==> src/rtl/out_port_scheduler.sv <==
// -----------------------------------------------------------------------------
// out_port_scheduler
//
// Round-robin scheduler sharing one registered output port among NUM_REQ
// requesters. In IDLE the scheduler samples req, picks the first set bit
// starting at the rotating pointer, registers that requester's data onto the
// port and holds it valid for HOLD_CYCLES cycles (HOLD state). It then drops
// port_valid for at least one IDLE cycle before it arbitrates again.
//
// Every output is driven directly by a flop so that port_data/port_valid can
// be constrained with output delays relative to src_clk.
//
// Parameters:
//   NUM_REQ      number of requesters (>= 2)
//   DATA_W       width of each requester's data word
//   HOLD_CYCLES  cycles port_valid stays high per grant (>= 1)
//
// Ports:
//   src_clk     in   1                rising-edge clock
//   rst         in   1                asynchronous active-high reset
//   req         in   NUM_REQ          request levels, bit i = requester i
//   req_data    in   NUM_REQ*DATA_W   requester i data at [i*DATA_W +: DATA_W]
//   gnt         out  NUM_REQ          one-hot grant, one-cycle pulse
//   port_data   out  DATA_W           registered port data
//   port_valid  out  1                high while port_data is valid
//   busy        out  1                high while in HOLD
// -----------------------------------------------------------------------------
module out_port_scheduler #(
    parameter int unsigned NUM_REQ     = 4,
    parameter int unsigned DATA_W      = 8,
    parameter int unsigned HOLD_CYCLES = 2
) (
    input  logic                      src_clk,
    input  logic                      rst,
    input  logic [NUM_REQ-1:0]        req,
    input  logic [NUM_REQ*DATA_W-1:0] req_data,
    output logic [NUM_REQ-1:0]        gnt,
    output logic [DATA_W-1:0]         port_data,
    output logic                      port_valid,
    output logic                      busy
);

    localparam int unsigned PW = $clog2(NUM_REQ);
    localparam int unsigned HW = (HOLD_CYCLES > 1) ? $clog2(HOLD_CYCLES) : 1;

    localparam logic [PW-1:0] LAST_IDX  = PW'(NUM_REQ - 1);
    localparam logic [HW-1:0] HOLD_LOAD = HW'(HOLD_CYCLES - 1);

    typedef enum logic {
        IDLE = 1'b0,
        HOLD = 1'b1
    } state_t;

    // -------------------------------------------------------------------------
    // State registers
    // -------------------------------------------------------------------------
    state_t              state_q, state_d;
    logic [PW-1:0]       ptr_q, ptr_d;
    logic [HW-1:0]       hold_cnt_q, hold_cnt_d;
    logic [NUM_REQ-1:0]  gnt_q, gnt_d;
    logic [DATA_W-1:0]   data_q, data_d;
    logic                valid_q, valid_d;
    logic                busy_q, busy_d;

    // -------------------------------------------------------------------------
    // Round-robin winner search
    // -------------------------------------------------------------------------
    logic                any_req;
    logic                found;
    logic [PW-1:0]       win;
    logic [PW-1:0]       idx;
    logic [DATA_W-1:0]   win_data;
    int unsigned         pos;

    assign any_req = |req;

    // Scan ptr, ptr+1, ... wrapping modulo NUM_REQ; the first set bit wins.
    // Modulo arithmetic keeps the wrap correct for non-power-of-two NUM_REQ.
    always_comb begin
        found = 1'b0;
        win   = '0;
        idx   = '0;
        pos   = 0;
        for (int unsigned i = 0; i < NUM_REQ; i++) begin
            pos = (int'(ptr_q) + i) % NUM_REQ;
            idx = PW'(pos);
            if (!found && req[idx]) begin
                found = 1'b1;
                win   = idx;
            end
        end
    end

    // Data mux for the winning requester.
    always_comb begin
        win_data = '0;
        for (int unsigned j = 0; j < NUM_REQ; j++) begin
            if (win == PW'(j)) begin
                win_data = req_data[j*DATA_W +: DATA_W];
            end
        end
    end

    // -------------------------------------------------------------------------
    // Next-state / output logic
    // -------------------------------------------------------------------------
    always_comb begin
        state_d    = state_q;
        ptr_d      = ptr_q;
        hold_cnt_d = hold_cnt_q;
        gnt_d      = '0;           // grant is a single-cycle pulse
        data_d     = data_q;       // port_data holds its last value
        valid_d    = valid_q;
        busy_d     = busy_q;

        unique case (state_q)
            IDLE: begin
                valid_d = 1'b0;
                busy_d  = 1'b0;
                if (any_req) begin
                    gnt_d      = NUM_REQ'(1) << win;
                    data_d     = win_data;
                    valid_d    = 1'b1;
                    busy_d     = 1'b1;
                    hold_cnt_d = HOLD_LOAD;
                    ptr_d      = (win == LAST_IDX) ? '0 : win + PW'(1);
                    state_d    = HOLD;
                end
            end

            HOLD: begin
                // req is deliberately not looked at here.
                if (hold_cnt_q != '0) begin
                    hold_cnt_d = hold_cnt_q - HW'(1);
                end else begin
                    valid_d = 1'b0;
                    busy_d  = 1'b0;
                    state_d = IDLE;
                end
            end

            default: begin
                state_d = IDLE;
            end
        endcase
    end

    always_ff @(posedge src_clk or posedge rst) begin
        if (rst) begin
            state_q    <= IDLE;
            ptr_q      <= '0;
            hold_cnt_q <= '0;
            gnt_q      <= '0;
            data_q     <= '0;
            valid_q    <= 1'b0;
            busy_q     <= 1'b0;
        end else begin
            state_q    <= state_d;
            ptr_q      <= ptr_d;
            hold_cnt_q <= hold_cnt_d;
            gnt_q      <= gnt_d;
            data_q     <= data_d;
            valid_q    <= valid_d;
            busy_q     <= busy_d;
        end
    end

    // -------------------------------------------------------------------------
    // Outputs: straight from flops
    // -------------------------------------------------------------------------
    assign gnt        = gnt_q;
    assign port_data  = data_q;
    assign port_valid = valid_q;
    assign busy       = busy_q;

endmodule

==> config.mk <==
export PLATFORM = sky130hd
export DESIGN_NAME = out_port_scheduler
export DESIGN_NICKNAME = d
export VERILOG_FILES = /design/src/rtl/out_port_scheduler.sv
export SDC_FILE = /design/constraint.sdc
export NUM_CORES = 1
export LEC_CHECK = 0
export CAP_MARGIN = 20
export CELL_PAD_IN_SITES_DETAIL_PLACEMENT = 0
export CELL_PAD_IN_SITES_GLOBAL_PLACEMENT = 2
export CORE_MARGIN = 3
export CORE_UTILIZATION = 20
export DETAILED_ROUTE_END_ITERATION = 16
export GPL_TIMING_DRIVEN = 0
export PLACE_DENSITY = 0.86
export SLEW_MARGIN = 20
export SYNTH_ARGS = -nofsm -noshare
export SYNTH_HDL_FRONTEND = slang
export SYNTH_SLANG_ARGS = --single-unit
==> constraint.sdc <==
create_clock -name src_clk -period 2.4 [get_ports src_clk]
set_clock_uncertainty 0.2 [all_clocks]
set_input_delay 0.24 -clock src_clk [delete_from_list [all_inputs] [get_ports src_clk]]
set_output_delay 0.24 -clock src_clk [all_outputs]
set_load 0.01 [all_outputs]
* After elaboration in Yosys (flattened, before gate mapping)
Cells that the tools add are included.
** Operators by class
- Equal/unequal tests :: 5
- Magnitude comparators :: 4
- Reduce and logical (&&, ||, !) cells :: 9
- Shift-type cells :: 1
- Multiplexer cells :: 30
- Add/subtract/negate cells :: 5
- Bitwise gates (word level) :: 1
** Operators with widths (number)
- 2-to-1 mux 8 bit :: 4
- less-than comparator 2 x 3 -> 1 bit (second input constant) :: 4
- 2-to-1 mux 1 bit :: 12
- 2-to-1 mux 2 bit :: 5
- binary-select mux 1 bit (select 2 bit) :: 4
- 2-to-1 mux 4 bit :: 2
- case mux 1 bit (2 select lines) :: 3
- adder 2 x 1 -> 2 bit (second input constant) :: 2
- adder 2 bit (second input constant) :: 2
- == test 2 bit (second input constant) :: 2
- != test 2 bit (second input constant) :: 2
- OR reduction 4 bit :: 1
- left shift 1 x 2 -> 4 bit (first input constant) :: 1
- logical AND 1 bit :: 3
- zero test 1 bit :: 3
- == test 2 x 1 -> 1 bit (second input constant) :: 1
- zero test 2 bit :: 1
- AND reduction 2 bit :: 1
- inverter 1 bit :: 1
- subtractor 1 bit (second input constant) :: 1
** Word-level totals
- Output and inout bits :: 14
- Input bits :: 38
- Word-level logic and storage cells :: 61
- Register bits :: 17

* Longest topological paths before layout
- Depth after elaboration :: 17
- Depth in mapped cells :: 9
- Gate-level depth less buffers :: 7

* Least setup slack after synthesis
No wires, ideal clock.
- Path kind :: register to register
- From :: register ptr_q[1]
- To :: register data_q[0] (netlist: port_data[0])
- Data required time :: 2118 ps
- Clock period less this slack :: 2363 ps
- Arrival time :: 2081 ps
- Cell stages (with the launch flop) :: 9
- Slack :: 37 ps
- Buffers on the path :: 2
- Library setup time :: 82 ps
- Cell sequence :: dfrtp_1 > mux2i_1 > nor2_1 > or3_1 > ha_1 > buf_2 > clkbuf_1 > a221o_1 > a31oi_1
** On the way
- Word-level cells in the longest chain between the ends :: 17
- Elaborated cells on any way between the ends :: 32
- Classes of those cells :: add/sub (3); eq/ne (3); mux (19); reduce/logical (7)
** RTL lines
- from (decl) :: RTL line 58 : logic [PW-1:0] ptr_q, ptr_d;
- from (signal assigned) :: RTL line 159 : ptr_q <= ptr_d;
- branches (longest 11 deep; another with adder 2 x 1 -> 2 bit)
- 2-to-1 mux 2 bit * :: RTL line 87 : if (!found && req[idx]) begin
- zero test 2 bit :: RTL line 98 : if (win == PW'(j)) begin
- 2-to-1 mux 8 bit (3 in a row) :: RTL line 98
- 2-to-1 mux 8 bit * :: RTL line 98
- to (signal assigned) :: RTL line 162 : data_q <= data_d;
- to (decl) :: RTL line 61 : logic [DATA_W-1:0] data_q, data_d;
Mark *: on every way between the ends. The select of a mux whose other input is x is not followed.
A chain may end at the register's enable or synchronous reset.

* Final worst setup path
Ends and elaborated chain as after synthesis.

==> results.yml <==
pwr:
  p_leak_nw: 0.719
  peakVddDrop_mv: 0.382
  cellPowerDensity_mw_per_mm2: 1050
global_routing:
  antenna_found_initial: 0
  gr-usage-met2: 0.148
  top_usage_layer: "met2"
  grt_use_met3: 0.0264
  grt_pass1_wl_mm: 4.82
  track_usage: 0.0982
  met1_usage: 0.134
  grt_overflow: 0
  grt_pass1_vias: 1044
  grt_max_degree: 18
worst_setup_path:
  crit_chain: "mux2i_2 > nor2_2 > or3_4 > ha_4 > clkbuf_8 > a221o_1 > a31oi_1"
  crit_family: "compound AO/OA/AOI/OAI gates"
  critPathBufInv: 1
  cpMaxStageDelayCell: "dfrtp_2"
  critPathLaunchType: "register"
  crit_path_end_kind: "register"
  cp_num_cells: 7
  cp.arrival_ns: 2.30
  criticalPathCategory: "reg -> reg"
  max_stage_delay_ns: 0.40
  cp_max_fo: 10
  reg2regPathDepth: 7
  crit_required_ns: 2.38
drt:
  dr.pass1.iters: 4
  routedWlPerCell_um: 12.6
  viasPerCell: 4.41
  final_antenna_net_count: 0
  totalWireLength_mm: 3.00
  vias: 1046
  drc: 0
  drtIter0Drc: 77
synthesis:
  netlist_area_mm2: 0.00105
  syn_inst: 116
  synth_top_cell_area_share: 0.407
  ys_ff_latch: 17
  yosysWarnings: 0
  syn_avg_cell_area_um2: 9.02
  syn-num-nets: 158
  synth_edf_count: 0
  synth.most_common_cell: "a21oi_1"
  yosysUniqueCellTypes: 29
  synthTopCellsByArea: "dfrtp_1 (41%), a21oi_1 (9.1%), a221o_1 (7.7%)"
  yosys_most_used_dff: "dfrtp_1"
  yosysTopAreaCell: "dfrtp_1"
  synthTopCellsByCount: "a21oi_1 (19), dfrtp_1 (17), inv_1 (11)"
  async_flop_share: 1.00
  synth-seq-area-share: 0.407
floorplanning:
  die_w_um: 78.3
  fp-row-count: 25
  die_area_mm2: 0.00613
  die_y_um: 78.3
  start_util: 0.214
  core_area_mm2: 0.00488
  io_pins: 52
clock_tree:
  clockBufferDepth: 2
  cts_tree: "yes"
  cts.clk_slew.worst_paths_ns: 0.07
  cts-htree-levels: 1
  clkLatencyLatePin_ns: 0.25
  root_buffer: "clkbuf_8"
  clock-sinks: 17
  cts_buffers: 3
status:
  status: "complete, no violations"
timing:
  slew_viol_final: 0
  worst_pin_slew_ns: 0.618
  fmax_mhz: 431
  final.setup.tns_ns: 0
  post-route-period-util: 0.967
  rsz0062_at_grt: "yes"
  setup_violations: 0
  hold_viol_final: 0
  period_needed_ns: 2.32
  max_slew_margin: 0.587
placement:
  port_buffers: 51
  dp_hpwl_mm: 2.31
  place_congestion: 0.710
cells_and_area:
  fillers: 531
  final_layout_size_suffix_gt1_frac: 0.141
  multi_input_area_um2: 577
  diodes: 0
  fin_util: 0.361
  register_area_um2: 427
  finalNetCount: 213
  area_delta_synth_final_pct: 68.2
run:
  cap_violations: 0
min_path:
  hp-class: "in -> async"
-- layer usage --
layer | vias to the layer above | share of wire
met4 | 0 | 0.015
met3 | 4 | 0.077
met1 | 477 | 0.45
met5 | - | 0
met2 | 39 | 0.45
li1 | 526 | -
-- flip-flops by register name, summed over array words and instances, names as in the netlist --
register / count
hold_cnt_q: 1
state_q: 1
port_data: 8
ptr_q: 2
gnt: 4
port_valid: 1
-- layout make-up --
| cell class | count | area share |
|---|---|---|
| Clock inverter | 1 | 0.00284 |
| Inverter | 11 | 0.0235 |
| Timing Repair Buffer | 53 | 0.297 |
| Clock buffer | 3 | 0.0235 |
| Sequential cell | 17 | 0.243 |
| Tap cell | 67 | 0.0477 |
| Buffer | 8 | 0.0349 |
| Multi-Input combinational cell | 77 | 0.328 |
-- worst reg2reg max path, stage by stage (launching register included) --
cell and delay, ns:
dfrtp_2 0.40, mux2i_2 0.28, nor2_2 0.08, or3_4 0.40, ha_4 0.20, clkbuf_8 0.17, a221o_1 0.36, a31oi_1 0.16
-- report_power, final --
group	switching (W)	internal [W]	total (W)
Sequential	0.0000884	0.000424	0.000513
Clock	0.000103	0.000115	0.000218
Combinational	0.000493	0.000622	0.00112
-- path summary, 6_finish.rpt --
check                      startpoint            to  slack, ns
setup / recovery             ptr_q[1]  port_data[0]       0.08
hold / removal                    rst  port_data[7]       0.16
setup reg to reg             ptr_q[1]  port_data[0]       0.08
hold reg to reg               state_q       state_q       0.31
max in group asynchronous         rst      ptr_q[1]       1.41
min in group src_clk          state_q       state_q       0.31
-- layout by cell type (no fill, tap or decap), types with 2 or more instances in the layout --
cell type / netlist / routed
clkbuf_1: 6 / 2
ha_4: 0 / 2
inv_1: 11 / 11
and3_1: 4 / 4
buf_4: 1 / 3
o21a_1: 2 / 2
nand2_1: 9 / 9
nand3b_1: 8 / 8
buf_6: 1 / 2
clkbuf_8: 0 / 4
ha_2: 0 / 2
dlygate4sd2_1: 0 / 2
dfrtp_1: 17 / 16
a221o_1: 8 / 8
a31oi_1: 8 / 8
clkdlybuf4s50_1: 0 / 49
a21oi_1: 19 / 19
-- cell families (layout without fill, tap and decap cells) --
logic type / count (synthesis) / count (layout) / synth area share
AO/OA/AOI/OAI: 43 / 43 / 0.276
adder cells (fa/ha/maj): 4 / 4 / 0.0478
buffers and inverters: 22 / 76 / 0.0921
flip-flops: 17 / 17 / 0.407
multiplexers: 2 / 2 / 0.0239
AND/OR/NAND/NOR: 28 / 28 / 0.153
-- stage by stage --
| step | setup WS (ns) | hold WS, ns | power (W) | instance area, um^2 | cells |
|---|---|---|---|---|---|
| 2_1_floorplan | 0.0371 | -0.0339 | 0.00111 | 1050 | 116 |
| 3_3_place_gp | -0.545 | 0.288 | 0.00153 | 1640 | 234 |
| 3_5_place_dp | -0.551 | 0.293 | 0.00153 | 1640 | 234 |
| 4_1_cts | -0.00561 | 0.178 | 0.00180 | 1720 | 238 |
| 5_1_grt | -0.0313 | 0.221 | 0.00199 | 1760 | 237 |
| 6_report | 0.0795 | 0.156 | 0.00185 | 1760 | 237 |
-- timing repair --
| action | CTS | global route |
|---|---|---|
| pin swaps | 0 | 3 |
| hold buffers | 0 | 0 |
| setup buffers | 2 | 0 |
| gates resized for setup | 13 | 9 |
| setup endpoints to repair | 9 | 9 |
(Power assumes the default switching activity.)
==> variant, RTL diff (same settings) <==
Set the parameter `DATA_W` to 6 (it was 8).
--- a/src/rtl/out_port_scheduler.sv
+++ b/src/rtl/out_port_scheduler.sv
@@ -27,7 +27,7 @@
 // -----------------------------------------------------------------------------
 module out_port_scheduler #(
     parameter int unsigned NUM_REQ     = 4,
-    parameter int unsigned DATA_W      = 8,
+    parameter int unsigned DATA_W      = 6,
     parameter int unsigned HOLD_CYCLES = 2
 ) (
     input  logic                      src_clk,
Interface: changed (resized port_data and req_data); port bits go from 52 to 42. No check against the original RTL was run, so the function may have changed too.
==> variant against the unedited design <==
Non-clock buffer count shrank 13; total power shrank 17%; hold slack lost 18 ps; routed wire length shrank 16%; critical endpoint is now port_data[3]; critical path type is now primary input to flip-flop; global-route usage shrank 0.22 points; worst setup slack gained 41 ps; synthesized area shrank 13%; count of clock-buffer cells in the layout is the same; combinational power shrank 23%; sequential cell count shrank 2; sequential share of layout area grew 1.5 points; design area shrank 17%.
==> variant: results <==
export IMPL_drtIter0Drc=36
export IMPL_n_antenna_cell=0
export IMPL_fillers=436
export IMPL_place_congestion=0.798
export IMPL_synth_async_reset_ratio_pct=100
export IMPL_synth_common_cells="a21oi_1 (15), dfrtp_1 (15), inv_1 (9)"
export IMPL_synthTopCellsByArea="dfrtp_1 (41%), a21oi_1 (8.2%), a221o_1 (6.6%)"
export IMPL_clk_pin_slew_ps=70
export IMPL_largest_reg_flops=6
export IMPL_drive_gt1_share_pct=12.8
export IMPL_yosys_warnings=0
export IMPL_grt_pass1_wl_mm=3.95
export IMPL_clockBufferDepth=2
export IMPL_r2r_end="port_data[5]"
export IMPL_hold_class="primary input to async pin"
export IMPL_antenna_found_initial=0
export IMPL_hold_viol=0
export IMPL_synthesis_nets=130
export IMPL_io_buffer_count=41
export IMPL_worstMarginPinSlew_ps=548
export IMPL_r2r_start="ptr_q[1]"
export IMPL_yosysUniqueCellTypes=27
export IMPL_ff2ff_path_depth=8
export IMPL_crit_arrival_ps=2240
export IMPL_ys_seq_area_share_pct=41.2
export IMPL_grt_total_usage_pct=9.61
export IMPL_htree_levels=1
export IMPL_r2r_slack_ps=150
export IMPL_grt_max_degree=16
export IMPL_clk_latency_ps=250
export IMPL_cpPeakStageDelay_ps=550
export IMPL_vias_per_cell=4.54
export IMPL_status="finished clean"
export IMPL_ir_drop_mv=0.366
export IMPL_switching_power_mw=0.557
export IMPL_first_pass_iters=4
export IMPL_p_leak_nw=0.624
export IMPL_crit_slowest_cell="clkdlybuf4s50_1"
export IMPL_dp_hpwl_mm=2.04
export IMPL_grt_pass1_vias=863
export IMPL_root_buffer="clkbuf_8"
export IMPL_wl_per_cell_microns=13.3
export IMPL_numCtsBuffers=3
export IMPL_path_max_fanout=10
export IMPL_nets=176
export IMPL_cp_top_family="compound AO/OA/AOI/OAI gates"
==> variant: layer usage <==
metal  GRT usage (%)  share of wire [%]
met1            12.8                 47
met2            14.9                 47
met3            1.64                5.1
met4            4.83                1.5
met5               0                  0
==> variant: cell type report <==
| class | instances | area, sq um | share of cell area [%] |
|---|---|---|---|
| multi-input cells | 65 | 479 | 32.8 |
| clock buffers | 3 | 41.3 | 2.83 |
| clock inverters | 1 | 7.51 | 0.514 |
| inverters | 9 | 33.8 | 2.31 |
| flip-flops and latches | 15 | 377 | 25.8 |
| repair buffers | 41 | 413 | 28.3 |
| well taps | 50 | 62.6 | 4.28 |
| plain buffers | 7 | 46.3 | 3.17 |
==> variant: power groups by stage <==
| stage | Sequential (mW) | Clock, mW | Combinational (mW) |
|---|---|---|---|
| after floorplan | 0.482 | 0 | 0.479 |
| after global placement | 0.461 | 0 | 0.834 |
| after detailed placement | 0.463 | 0 | 0.848 |
| after CTS | 0.458 | 0.216 | 0.855 |
| after global routing | 0.476 | 0.230 | 0.951 |
| final | 0.458 | 0.210 | 0.867 |
==> variant: cells by family (layout without fill, tap and decap cells) <==
| family | count (synthesis) | after routing | share of synthesized area [%] |
|---|---|---|---|
| simple gates | 22 | 22 | 14.8 |
| buf+inv | 16 | 61 | 7.83 |
| fa+ha+maj | 4 | 4 | 5.49 |
| mux | 2 | 2 | 2.75 |
| flops | 15 | 15 | 41.2 |
| compound gates | 37 | 37 | 27.9 |
==> variant: worst max-delay path by stage <==
stage	slack [ps]	to	startpoint
floorplan	230	port_data[0]	ptr_q[1]
global placement	-320	port_data[3]	req[0]
detailed placement	-390	port_data[3]	req[0]
CTS	0.7	port_data[3]	req[0]
global route	9	port_data[3]	req[1]
finish	120	port_data[3]	req[1]
==> variant: metrics by stage <==
| stage | std cells | hold slack (ps) | setup WS [ps] | power, mW | area [sq um] |
|---|---|---|---|---|---|
| after global placement | 187 | 290 | -318 | 1.30 | 1380 |
| after floorplan | 96 | -58.5 | 231 | 0.961 | 911 |
| after global routing | 191 | 210 | 8.58 | 1.66 | 1460 |
| after CTS | 191 | 168 | 0.705 | 1.53 | 1440 |
| after detailed placement | 187 | 303 | -388 | 1.31 | 1380 |
| final | 191 | 137 | 120 | 1.53 | 1460 |
==> variant: repair_timing <==
item                       CTS  global route
setup endpoints to repair    6             6
resized for setup            2            12
setup buffers                0             0
pin swaps                    0             1
hold buffers                 0             0
